==> config.mk <==
export PLATFORM = sky130hd
export DESIGN_NAME = rot_state_ctrl
export DESIGN_NICKNAME = d
export VERILOG_FILES = /design/src/rtl/rot_state_ctrl.sv
export SDC_FILE = /design/constraint.sdc
export NUM_CORES = 1
export LEC_CHECK = 0
export ABC_AREA = 1
export CORE_ASPECT_RATIO = 0.7
export CORE_MARGIN = 2
export CORE_UTILIZATION = 59
export CTS_CLUSTER_SIZE = 20
export DETAILED_ROUTE_END_ITERATION = 8
export HOLD_SLACK_MARGIN = 0.05
export PLACE_DENSITY = 0.79
export SYNTH_ARGS = -nofsm -noshare
export SYNTH_HDL_FRONTEND = slang
export SYNTH_SLANG_ARGS = --single-unit
export TNS_END_PERCENT = 50
==> constraint.sdc <==
create_clock -name clk -period 2.4 [get_ports clk]
set_input_delay 0.48 -clock clk [delete_from_list [all_inputs] [get_ports clk]]
set_output_delay 0.48 -clock clk [all_outputs]
set_load 0.02 [all_outputs]
==> src/rtl/rot_state_ctrl.sv <==
// Rotation-state controller: debounces cw/ccw buttons, accumulates presses and
// applies the net step (plus optional auto-rotate) at the start of vertical blanking.
module rot_state_ctrl #(
   parameter int DEBOUNCE_CYCLES = 500000,
   parameter int AUTO_FRAMES     = 60
) (
   input  logic       clk,
   input  logic       rst,
   input  logic       btn_cw,
   input  logic       btn_ccw,
   input  logic       auto_en,
   input  logic       frame_start,
   output logic [1:0] rot_state,
   output logic       rot_changed,
   output logic       pending
);

   localparam int CNT_W = (DEBOUNCE_CYCLES > 1) ? $clog2(DEBOUNCE_CYCLES) : 1;
   localparam int FRM_W = (AUTO_FRAMES > 1) ? $clog2(AUTO_FRAMES) : 1;
   localparam logic [CNT_W-1:0] DB_LAST  = CNT_W'(DEBOUNCE_CYCLES - 1);
   localparam logic [FRM_W-1:0] FRM_LAST = FRM_W'(AUTO_FRAMES - 1);

   // bit 0 = clockwise, bit 1 = counter-clockwise
   logic [1:0]            sync1_q, sync2_q;
   logic [1:0]            stable_q, stable_d;
   logic [1:0][CNT_W-1:0] cnt_q, cnt_d;
   logic [1:0]            req;

   logic [1:0]       offset_q, offset_d;
   logic [1:0]       rot_q, rot_d;
   logic             chg_q, chg_d;
   logic [FRM_W-1:0] frm_q, frm_d;
   logic             auto_step;
   logic [1:0]       step;
   logic [1:0]       delta;

   always_comb begin
      stable_d = stable_q;
      cnt_d    = '0;
      req      = '0;
      for (int i = 0; i < 2; i++) begin
         if (sync2_q[i] != stable_q[i]) begin
            if (cnt_q[i] == DB_LAST) begin
               stable_d[i] = sync2_q[i];
               req[i]      = sync2_q[i];
            end else begin
               cnt_d[i] = cnt_q[i] + CNT_W'(1);
            end
         end
      end
   end

   always_comb begin
      auto_step = frame_start && auto_en && (frm_q == FRM_LAST);
      step      = {1'b0, req[0]} + (req[1] ? 2'd3 : 2'd0);
      // a request coinciding with frame_start lands in the freshly cleared offset
      offset_d  = (frame_start ? 2'd0 : offset_q) + step;
      delta     = offset_q + {1'b0, auto_step};
      rot_d     = frame_start ? (rot_q + delta) : rot_q;
      chg_d     = frame_start && (delta != 2'd0);
      frm_d     = frm_q;
      if (!auto_en) begin
         frm_d = '0;
      end else if (frame_start) begin
         frm_d = (frm_q == FRM_LAST) ? '0 : frm_q + FRM_W'(1);
      end
   end

   always_ff @(posedge clk or posedge rst) begin
      if (rst) begin
         sync1_q  <= '0;
         sync2_q  <= '0;
         stable_q <= '0;
         cnt_q    <= '0;
         offset_q <= '0;
         rot_q    <= '0;
         chg_q    <= 1'b0;
         frm_q    <= '0;
      end else begin
         sync1_q  <= {btn_ccw, btn_cw};
         sync2_q  <= sync1_q;
         stable_q <= stable_d;
         cnt_q    <= cnt_d;
         offset_q <= offset_d;
         rot_q    <= rot_d;
         chg_q    <= chg_d;
         frm_q    <= frm_d;
      end
   end

   assign rot_state   = rot_q;
   assign rot_changed = chg_q;
   assign pending     = (offset_q != 2'd0);

endmodule

==> Word-level counts from Yosys, hierarchy flattened <==
Index checks and enable logic that the tools add are counted.
{ "word_totals": {"word_cells": 43, "mem_count": 0, "inputBits": 6, "out_inout_bits": 4, "mem_bits_rw": 0, "regBits": 55, "latch_bits": 0, "romBits": 0} }
{ "op_classes": {"n_bitwise": 0, "eq_ne": 6, "div": 0, "add_sub_neg": 7, "n_mux": 13, "n_shift": 0, "n_lt_le_gt_ge": 0, "n_mul": 0, "reduce_logical": 7} }
{ "ops": {"columns": ["operator", "n"], "rows": [
  ["19-bit two-way mux", 4],
  ["19-bit by 1-bit adder with 19-bit output, second input constant", 2],
  ["19-bit == test, second input constant", 2],
  ["6-bit two-way mux", 3],
  ["6-bit by 1-bit adder with 6-bit output, second input constant", 1],
  ["6-bit == test, second input constant", 1],
  ["2-bit adder", 2],
  ["1-bit two-way mux", 4],
  ["2-bit two-way mux", 2],
  ["2-bit AND reduction", 2],
  ["2-bit nonzero test", 2],
  ["1-bit logical AND", 3],
  ["1-bit by 2-bit adder with 2-bit output", 1],
  ["2-bit by 1-bit adder with 2-bit output", 1],
  ["1-bit inequality test", 2],
  ["2-bit by 1-bit inequality test with 1-bit output, second input constant", 1]
]} }

==> Longest topological paths before layout <==
{ "logic_depth": {"word_depth": 6, "ltp_mapped": 13, "depth_no_buf": 13} }

==> Worst setup path before layout <==
Ideal clock, no wire load.
{ "synth_path": {"path_kind": "register to register", "from": "register cnt_q[19] (netlist name)", "to": "register offset_q[1]", "arrival_time_ps": 1896, "path_slack_ps": 387, "synth_period_minus_slack_ps": 2013, "required_ps": 2283, "n_path_buf": 0, "setup_ps": 117, "stages_incl_launch_ff": 14, "cell_sequence": "dfrtp_1 -> ha_1 -> nand3_2 -> inv_2 -> nand3_1 -> nor2_1 -> nand2_1 -> nor2_1 -> fa_1 -> inv_1 -> xor2_1 -> inv_1 -> nand4_1 -> nand2_1"} }
{ "synth_via": {"elab_chain_cells": 6} }
{ "synth_rtl": {"columns": ["item", "line_no", "source"], "rows": [
  ["start, declared", "26", "logic [1:0][CNT_W-1:0] cnt_q, cnt_d;"],
  ["start signal, assigned", "83", "cnt_q <= cnt_d;"],
  ["19-bit == test", "43", "if (cnt_q[i] == DB_LAST) begin"],
  ["1-bit two-way mux", "43", null],
  ["1-bit two-way mux", "42", "if (sync2_q[i] != stable_q[i]) begin"],
  ["2-bit two-way mux", "55", "step = {1'b0, req[0]} + (req[1] ? 2'd3 : 2'd0);"],
  ["1-bit by 2-bit adder with 2-bit output", "55", null],
  ["2-bit adder", "57", "offset_d = (frame_start ? 2'd0 : offset_q) + step;"],
  ["net offset_d[1]", "29", "logic [1:0] offset_q, offset_d;"],
  ["end signal, assigned", "84", "offset_q <= offset_d;"],
  ["end, declared", "29", null]
]} }
The timed path passes the listed nets, and every way through them passes these cells.
A chain may end at the register's enable or synchronous reset.

==> Worst setup path in the final report <==
Same ends and word-level chain as after synthesis.

==> results.py <==
metrics = {
    "worst_setup_path": {
        "crit_required_ps": 2610,
        "worstSetupEndpointType": "flop",
        "slowest_delay_ps": 450,
        "worst-path-stages": 13,
        "critPathSlowestCell": "dfrtp_1",
        "cp_max_fo": 6,
        "arrival_ps": 2340,
        "critPathKind": "flop to flop",
        "cp_num_buf_inv": 3,
        "cpLargestDelayFamily": "adder cells",
        "startpoint_type": "flop",
        "path_cells": "ha_2 > nand3_2 > inv_2 > nand3_1 > nor2_1 > nand2_1 > nor2_1 > fa_1 > inv_1 > xor2_1 > inv_1 > nand4_1 > nand2_1",
        "r2r_cells": 13,
    },
    "pwr": {
        "leakage_nw": 1.45,
        "p_total_mw": 1.68,
        "vdd_drop_max_mv": 0.421,
        "powerDensity_nw_per_um2": 489,
    },
    "clock_network": {
        "root_buffer": "clkbuf_8",
        "clockBufferDepth": 2,
        "cts_setup_buffers": 0,
        "htree_levels": 2,
        "clk_pin_slew_ps": 100,
        "clock_latency_ps": 310,
        "cts_made_buffers": 5,
        "postCtsHoldBufs": 0,
        "ctsResizeCount": 0,
        "cts_sinks": 55,
        "cts_tree": "yes",
    },
    "drt": {
        "drc_errors": 0,
        "vias": 2703,
        "dr.pass1.iters": 7,
        "drt-initial-drc-count": 232,
        "wl_mm": 6.54,
        "ant_nets": 0,
        "vias_per_cell": 5.35,
        "wl_per_cell_microns": 13.0,
    },
    "place": {
        "pre_cts_ws_ps": 204,
        "hpwl_mm": 4.93,
        "dpl-instance-area_sq_um": 3310,
        "port_buffers": 9,
        "place_congestion": 0.949,
        "place_inst": 497,
    },
    "die": {
        "coreArea_sq_um": 5170,
        "dieArea_sq_um": 5900,
        "initial_core_util_pct": 60.3,
        "fp-row-count": 22,
        "die_w_microns": 91.0,
        "ioPinCount": 10,
        "die_h_microns": 64.9,
    },
    "global_route": {
        "antenna_found_initial": 0,
        "met1_usage_pct": 38.0,
        "grt-ovfl-total": 0,
        "use_met2_pct": 33.3,
        "grt_pass1_wl_mm": 11.3,
        "use_met3_pct": 5.23,
        "grt_max_degree": 24,
        "grt_pass1_vias": 2394,
        "grt_util_all_layers_pct": 24.2,
        "busiest_layer": "met1",
    },
    "synth": {
        "syn_nets": 428,
        "synth_top_family_by_area": "simple AND/OR/NAND/NOR gates",
        "synth_compound_area_share_pct": 2.52,
        "synthSimpleGateAreaFrac_pct": 37.3,
        "ys_async_sr_fraction_pct": 100,
        "ys_ff_latch": 55,
        "yosysTopAreaCellShare_pct": 44.1,
        "yosys.area.top_type": "dfrtp_1",
        "ys_warn_count": 0,
        "synth_ff_type": "dfrtp_1",
        "ys_types": 29,
        "synth_fa_ha_area_share_pct": 2.64,
        "synth_area_leaders": "dfrtp_1 44%, nor2_1 12%, nand2_1 11%, nand3_1 5.6%, xor2_1 5.6%",
        "synth_edf_count": 0,
        "synthMuxAreaShare_pct": 0,
        "syn_area_sq_um": 3120,
        "syn_avg_cell_area_sq_um": 7.51,
        "ys_seq_area_share_pct": 44.1,
        "syn-instance-count": 416,
        "synth_xor_area_share_pct": 7.57,
    },
    "status": {
        "status": "finished clean",
    },
    "timing": {
        "fin_tns_setup_ps": 0,
        "hold_viol": 0,
        "finalMaxSlewViolations": 0,
        "fmax_ghz": 0.469,
        "setup_viol": 0,
        "slew_headroom_pct": 66.6,
        "layout_setup_ws_ps": 268,
        "whs_ps": 358,
        "rsz0062_at_grt": "no",
        "fin_crit_sh_pct": 88.8,
        "worst_pin_slew_ps": 501,
        "fin_crit_ps": 2130,
        "clock_skew_ps": 6.30,
    },
    "hold_path": {
        "hp-class": "flop to flop",
        "hold_depth": 0,
    },
    "final_layout": {
        "fin_util_pct": 66.4,
        "area_delta_synth_final_pct": 10.0,
        "layoutNonFillerInstCount": 505,
        "insertedDiodeCount": 0,
        "fin_nets": 444,
        "final_common_cell": "nor2_1",
        "finalInstanceArea_sq_um": 3440,
        "drive_gt1_share_pct": 7.39,
        "fillCellCount": 450,
        "final_cell_mix": "97 x nor2_1, 88 x nand2_1, 55 x dfrtp_1, 42 x inv_1, 35 x nand3_1",
    },
    "run": {
        "drv_cap": 0,
    },
}
==> power breakdown <==
| part | leakage (nW) | switching [mW] | internal, mW |
|---|---|---|---|
| sequential | 0.751 | 0.0181 | 0.944 |
| combinational | 0.643 | 0.0617 | 0.0350 |
| clock | 0.0548 | 0.307 | 0.315 |
==> sequential cells by signal (all words and copies together), names as in the netlist <==
name,cells
sync2_q,2
rot_changed,1
rot_state,2
stable_q,2
cnt_q,38
sync1_q,2
offset_q,2
frm_q,6
==> synthesized netlist by cell type, types with 2 or more instances <==
library cell	count
a21oi_1	5
nor2_2	6
nor2_1	97
inv_2	2
nor3_1	4
nor2_4	2
inv_1	43
nand2_2	5
xnor2_1	7
dfrtp_1	55
nand4_1	16
o21ai_0	8
nand3b_1	4
clkbuf_1	2
nand3_1	35
xor2_1	20
and2_1	2
nand2_1	88
ha_1	5
==> cell type report <==
type / instances / area [sq um] / area share [%]
Clock inverter: 3 / 46.3 / 1.35
Clock buffer: 5 / 68.8 / 2.00
Sequential cell: 55 / 1380 / 40.1
Tap cell: 72 / 90.1 / 2.62
Inverter: 46 / 173 / 5.03
Multi-Input combinational cell: 312 / 1570 / 45.7
Timing Repair Buffer: 12 / 113 / 3.28
==> cell families (layout without fill, tap and decap cells) <==
group / after synthesis / in the layout
xor gates and xnor gates: 27 / 27
AOI/OAI and AO/OA: 15 / 15
buffers and inverters: 49 / 66
DFF: 55 / 55
and+or+nand+nor: 264 / 264
adders and majority gates: 6 / 6
==> path summary, 6_finish.rpt <==
check	start	endpoint	slack, ps
min in group asynchronous	rst	cnt_q[14]$_DFF_PP0_	510
setup reg to reg	cnt_q[19]$_DFF_PP0_	offset_q[1]$_DFF_PP0_	270
hold reg to reg	sync1_q[1]$_DFF_PP0_	sync2_q[1]$_DFF_PP0_	360
hold / removal	sync1_q[1]$_DFF_PP0_	sync2_q[1]$_DFF_PP0_	360
max in group asynchronous	rst	cnt_q[2]$_DFF_PP0_	1270
setup / recovery	cnt_q[19]$_DFF_PP0_	offset_q[1]$_DFF_PP0_	270
==> routing by layer <==
| metal | share of wire (%) | vias up |
|---|---|---|
| met1 | 51 | 1231 |
| met5 | 0 | - |
| met2 | 39 | 116 |
| met4 | 1.4 | 0 |
| li1 | - | 1338 |
| met3 | 8.1 | 18 |
Power figures use the tool's default switching activity.
